===== src/rtl/program_loader.sv =====
// -----------------------------------------------------------------------------
// program_loader
//
// Streams instruction words from a valid/ready source into instruction memory,
// starting at address 0. While a program is being loaded the processor is held
// in reset. A short hold window follows the last word, after which the
// processor is released. The loader then watches the processor's FSM state and
// raises done once the HALT state is seen.
//
// Optional feature macro: PROGRAM_LOADER_CHECKSUM_EN
//   When defined, the in_last word is a checksum, not an instruction. It is
//   compared against the 16-bit modular sum of the words written. A match
//   releases the processor; a mismatch raises error.
//   When undefined, the in_last word is written like any other word.
//
// Parameters:
//   DATA_W      instruction word width
//   ADDR_W      instruction memory address width
//   HOLD_CYCLES cycles cpu_reset stays high after the last write (1..15)
//   HALT_STATE  processor FSM state code that means HALT
//
// Ports:
//   clk          system clock, rising edge
//   Reset        synchronous active-low reset
//   load_req     one-cycle pulse that starts a load
//   in_valid     in_data carries a valid word
//   in_ready     loader accepts a word this cycle (registered)
//   in_data      instruction word
//   in_last      final word of the program
//   cpu_state    processor current FSM state
//   mem_wr_en    instruction memory write enable (registered)
//   mem_addr     instruction memory write address (registered)
//   mem_wr_data  instruction memory write data (registered)
//   cpu_reset    active-high reset to the processor (registered)
//   word_count   words written by the current or last load
//   done         processor reached HALT_STATE
//   error        load failed (overflow or checksum mismatch)
// -----------------------------------------------------------------------------
module program_loader #(
  parameter int         DATA_W      = 16,
  parameter int         ADDR_W      = 7,
  parameter int         HOLD_CYCLES = 3,
  parameter logic [3:0] HALT_STATE  = 4'd9
) (
  input  logic              clk,
  input  logic              Reset,
  input  logic              load_req,
  input  logic              in_valid,
  output logic              in_ready,
  input  logic [DATA_W-1:0] in_data,
  input  logic              in_last,
  input  logic [3:0]        cpu_state,
  output logic              mem_wr_en,
  output logic [ADDR_W-1:0] mem_addr,
  output logic [DATA_W-1:0] mem_wr_data,
  output logic              cpu_reset,
  output logic [ADDR_W:0]   word_count,
  output logic              done,
  output logic              error
);

  typedef enum logic [2:0] {
    IDLE   = 3'd0,
    LOAD   = 3'd1,
    HOLD   = 3'd2,
    RUN    = 3'd3,
    HALTED = 3'd4,
    ERROR  = 3'd5
  } state_t;

  // One past the last memory address: a write request at this count has no
  // slot left in memory.
  localparam logic [ADDR_W:0] MAX_WORDS = {1'b1, {ADDR_W{1'b0}}};
  localparam logic [3:0]      HOLD_INIT = 4'(HOLD_CYCLES);

  state_t      state;
  logic [3:0]  hold_cnt;
  logic        handshake;
  logic        at_capacity;

`ifdef PROGRAM_LOADER_CHECKSUM_EN
  logic [DATA_W-1:0] checksum;
`endif

  assign handshake   = in_valid & in_ready;
  assign at_capacity = (word_count == MAX_WORDS);

  // Single registered FSM. Every output is a flop so the memory port and the
  // processor reset are glitch-free. mem_wr_en defaults low each cycle and is
  // only raised for the cycle directly after an accepted word.
  always_ff @(posedge clk) begin
    if (!Reset) begin
      state       <= IDLE;
      hold_cnt    <= 4'd0;
      in_ready    <= 1'b0;
      mem_wr_en   <= 1'b0;
      mem_addr    <= '0;
      mem_wr_data <= '0;
      cpu_reset   <= 1'b1;
      word_count  <= '0;
      done        <= 1'b0;
      error       <= 1'b0;
`ifdef PROGRAM_LOADER_CHECKSUM_EN
      checksum    <= '0;
`endif
    end else begin
      mem_wr_en <= 1'b0;

      // A load request restarts from any state except LOAD itself, so a
      // stream that is already in flight cannot be torn in half.
      if (load_req && (state != LOAD)) begin
        state      <= LOAD;
        hold_cnt   <= 4'd0;
        in_ready   <= 1'b1;
        cpu_reset  <= 1'b1;
        word_count <= '0;
        done       <= 1'b0;
        error      <= 1'b0;
`ifdef PROGRAM_LOADER_CHECKSUM_EN
        checksum   <= '0;
`endif
      end else begin
        case (state)
          IDLE: begin
            in_ready  <= 1'b0;
            cpu_reset <= 1'b1;
          end

          LOAD: begin
            if (handshake) begin
`ifdef PROGRAM_LOADER_CHECKSUM_EN
              // The last word is the expected sum; it is never written and
              // does not count, so a lone last word is a zero-length program.
              if (in_last) begin
                in_ready <= 1'b0;
                if (checksum == in_data) begin
                  state    <= HOLD;
                  hold_cnt <= HOLD_INIT;
                end else begin
                  state <= ERROR;
                  error <= 1'b1;
                end
              end else if (at_capacity) begin
                state    <= ERROR;
                error    <= 1'b1;
                in_ready <= 1'b0;
              end else begin
                mem_wr_en   <= 1'b1;
                mem_addr    <= word_count[ADDR_W-1:0];
                mem_wr_data <= in_data;
                word_count  <= word_count + (ADDR_W+1)'(1);
                checksum    <= checksum + in_data;
              end
`else
              // A full memory cannot take another word, even a last one, so
              // any word arriving at capacity is dropped and flagged.
              if (at_capacity) begin
                state    <= ERROR;
                error    <= 1'b1;
                in_ready <= 1'b0;
              end else begin
                mem_wr_en   <= 1'b1;
                mem_addr    <= word_count[ADDR_W-1:0];
                mem_wr_data <= in_data;
                word_count  <= word_count + (ADDR_W+1)'(1);
                if (in_last) begin
                  state    <= HOLD;
                  hold_cnt <= HOLD_INIT;
                  in_ready <= 1'b0;
                end
              end
`endif
            end
          end

          // The counter is loaded on the same edge that presents the last
          // write, and release happens on the edge where it reads 1. That
          // places the falling edge of cpu_reset exactly HOLD_CYCLES cycles
          // after the write cycle.
          HOLD: begin
            in_ready  <= 1'b0;
            cpu_reset <= 1'b1;
            if (hold_cnt <= 4'd1) begin
              state     <= RUN;
              cpu_reset <= 1'b0;
            end else begin
              hold_cnt <= hold_cnt - 4'd1;
            end
          end

          RUN: begin
            cpu_reset <= 1'b0;
            if (cpu_state == HALT_STATE) begin
              state <= HALTED;
              done  <= 1'b1;
            end
          end

          // The processor stays out of reset so it remains parked in HALT.
          HALTED: begin
            cpu_reset <= 1'b0;
            done      <= 1'b1;
          end

          ERROR: begin
            in_ready  <= 1'b0;
            cpu_reset <= 1'b1;
            error     <= 1'b1;
          end

          default: begin
            state     <= IDLE;
            in_ready  <= 1'b0;
            cpu_reset <= 1'b1;
          end
        endcase
      end
    end
  end

endmodule


===== config.mk =====
export PLATFORM = sky130hd
export DESIGN_NAME = program_loader
export DESIGN_NICKNAME = d
export VERILOG_FILES = /design/src/rtl/program_loader.sv
export SDC_FILE = /design/constraint.sdc
export NUM_CORES = 1
export LEC_CHECK = 0
export CAP_MARGIN = 20
export CORE_MARGIN = 4
export CORE_UTILIZATION = 41
export CTS_CLUSTER_SIZE = 12
export DETAILED_ROUTE_END_ITERATION = 16
export PLACE_DENSITY = 0.75
export SYNTH_ARGS = -nofsm -noshare
export SYNTH_HDL_FRONTEND = slang
export SYNTH_SLANG_ARGS = --single-unit

===== constraint.sdc =====
create_clock -name clk -period 1.72 [get_ports clk]
set_input_delay 0.344 -clock clk [delete_from_list [all_inputs] [get_ports clk]]
set_output_delay 0.344 -clock clk [all_outputs]
set_load 0.01 [all_outputs]

==> results.yml, run 1 <==
outcome:
  outcome: "finished clean"
cells_and_area:
  fin_area_um2: 3022
  antennaDiodeCount: 0
  nets: 345
  drive_gt1_share_pct: 21.20
  fin_util_pct: 67.99
  regArea_um2: 875.8
  filler_cell_count: 360
  multiInputGateArea_um2: 1091
  area_delta_synth_final_pct: 56.61
detailed_routing:
  first_pass_iters: 4
  wl_mm: 4.991
  via_count: 1861
  drc: 0
  drtIter0Drc: 118
  routedWlPerCell_um: 13.56
  drtAntennaViolNets: 0
  vias_per_cell: 5.057
timing:
  fin_hold_ws_ps: 452.2
  period_share_pct: 98.14
  hold_viol: 0
  fmax_mhz: 592.4
  slew_headroom_pct: 77.42
  finalMaxSlewViolations: 0
  fin_skew_ps: 6.496
  period_minus_slack_ps: 1688
  worst_pin_slew_ps: 338.7
  fin_setup_tns_ps: 0
  rsz0062_at_grt: "true"
  finalSetupViolCount: 0
synth:
  syn_inst: 225
  avgSynthCellArea_um2: 8.575
  synth_edf_count: 0
  synth_flop_cell: "dfxtp_1"
  synth_nets: 254
  synth.distinct_cells: 43
  ys_warn_count: 0
  synth_area_um2: 1929
  synth_top_area_share_pct: 44.62
  ys_ff_latch: 43
  yosys-top-cells-area: "dfxtp_1, nand2_1, a21boi_1"
  ys_async_sr_fraction_pct: 0
  seq_area_frac_synth_pct: 44.62
  yosysTopAreaCell: "dfxtp_1"
power:
  power.total_w: 0.001833
  ir_drop_v: 0.0004583
  power_density_nw_per_um2: 606.6
  pwr-share-seq_pct: 55.2
  pwr-share-clk_pct: 32.6
  internal_power_w: 0.001413
  switching_share_pct: 22.94
  comb_power_share_pct: 12.2
  p_sw_w: 0.0004205
  power_leakage_nw: 1.149
clock_network:
  clockBufferDepth: 2
  cts_num_sinks: 43
  cts.clk_slew.worst_paths_ps: 80
  cts_tree: "done"
  cts_buffers: 5
  root_buffer: "clkbuf_8"
  htreeDepth: 2
  clkLatencyLatePin_ps: 290
floorplan:
  initial_utilization_pct: 43.41
  ios: 61
  die_w_um: 76.60
  die_h_um: 76.60
  fp-row-count: 24
  core-area_um2: 4444
  die_area_um2: 5868
grt:
  first_global_vias: 1900
  grt_pass1_wl_mm: 8.155
  grt_usage_pct: 16.87
  antenna_found_initial: 0
  grt_max_degree: 16
  grt-ovfl-total: 0
flow_run:
  maxCapViolCount: 0
worst_hold_path:
  min_path_type: "flop to flop"
placement:
  hpwl_mm: 3.586
  placed_area_um2: 2764
  gp_congestion: 0.8122
  portBuffers: 60
worst_setup_path:
  crit_arrival_ps: 1340
  ff2ff_setup_slack_ps: 70
  end_kind: "output port"
  cp_max_fo: 5
  path_class: "flop to output port"
  crit_required_ps: 1380
  critPathLaunchType: "flop"
## kinds of logic after synthesis
| logic type | count (synthesis) | synth area share (%) |
|---|---|---|
| DFF | 43 | 44.62 |
| adders and majority gates | 4 | 2.594 |
| AOI/OAI and AO/OA | 52 | 19.39 |
| buffers and inverters | 14 | 4.344 |
| and+or+nand+nor | 105 | 25.88 |
| xor gates and xnor gates | 7 | 3.178 |
## critical path: stages (launching register included)
cell             delay, ps
dfxtp_2                360
buf_4                  140
clkdlybuf4s50_1        550
## per-layer routing
metal  up-vias  GRT usage, %  wire length, um
met5         -             0                0
met4         0         5.072               49
met3         8         7.092              343
met2        47         30.58             2481
met1       864         17.61             2116
li1        942             -                -
## Yosys cell counts (all sizes together) (2+ instances only)
master	number
a21boi	24
a21oi	7
and3	3
buf	6
clkbuf	4
dfxtp	43
ha	4
inv	4
nand2	54
nand2b	3
nand3	4
nand4	2
nand4b	2
nor2	20
nor3	6
nor3b	2
o21a	2
o21ai	9
xnor2	5
xor2	2
## sequential cells by signal (all words and copies together) (netlist names)
name and count:
word_count 8, mem_addr 7, in_ready 1, mem_wr_data 16, error 1, hold_cnt 4, cpu_reset 1, state 3
mem_wr_en 1, done 1
## power by group through the flow
| stage | clock, W | sequential [W] | combinational, W |
|---|---|---|---|
| 2_1_floorplan | 0 | 0.00104 | 0.0000830 |
| 3_3_place_gp | 0 | 0.00103 | 0.000197 |
| 3_5_place_dp | 0 | 0.00103 | 0.000197 |
| 4_1_cts | 0.000622 | 0.00101 | 0.000204 |
| 5_1_grt | 0.000658 | 0.00101 | 0.000242 |
| 6_report | 0.000598 | 0.00101 | 0.000223 |
## worst paths after layout
path                                      from              to  depth (start not counted)
worst max-delay path             word_count[5]   word_count[5]                          2
worst min-delay path            mem_wr_data[1]  mem_wr_data[1]                          2
worst max register to register        state[1]        state[0]                          6
worst min register to register  mem_wr_data[1]  mem_wr_data[1]                          2
## layout make-up
| cell class | count | area share, % |
|---|---|---|
| Multi-Input combinational cell | 168 | 36.11 |
| Tap cell | 52 | 2.153 |
| Timing Repair Buffer | 94 | 29.44 |
| Sequential cell | 43 | 28.99 |
| Clock inverter | 1 | 0.2484 |
| Inverter | 4 | 0.6625 |
| Clock buffer | 6 | 2.402 |
## layout by cell type, fill, tap and decap left out, types with 3 or more instances in the layout
cell type and instances:
a21boi_1 22, a21oi_1 7, buf_4 30, clkbuf_8 5
clkdlybuf4s50_1 56, dfxtp_1 35, dfxtp_2 6, dlymetal6s2s_1 3
ha_1 3, nand2_1 53, nand2b_1 3, nand3_1 4
nor2_1 20, nor3_1 5, o21ai_0 8, xnor2_1 5
## what timing repair did
action                     4_1_cts  5_1_grt
hold buffers                     0        0
buffers inserted                 2        4
setup endpoints to repair       21       32
pin swaps                        1       13
gates resized for setup          7       30
## through the flow
step,cells,setup WS (ps)
floorplan,225,-15.95
global placement,355,-264.0
detailed placement,355,-314.4
CTS,364,16.24
global route,368,-52.08
finish,368,31.98
Power figures use the tool's default switching activity.
==> run 2: changes to the inputs <==
--- a/config.mk
+++ b/config.mk
@@ -5,7 +5,7 @@
 export SDC_FILE = /design/constraint.sdc
 export NUM_CORES = 1
 export LEC_CHECK = 0
-export CAP_MARGIN = 20
+export CAP_MARGIN = 40
 export CORE_MARGIN = 4
 export CORE_UTILIZATION = 41
 export CTS_CLUSTER_SIZE = 12
==> results of run 2 <==
Final layout, timing and power as in run 1 (identical DEF).
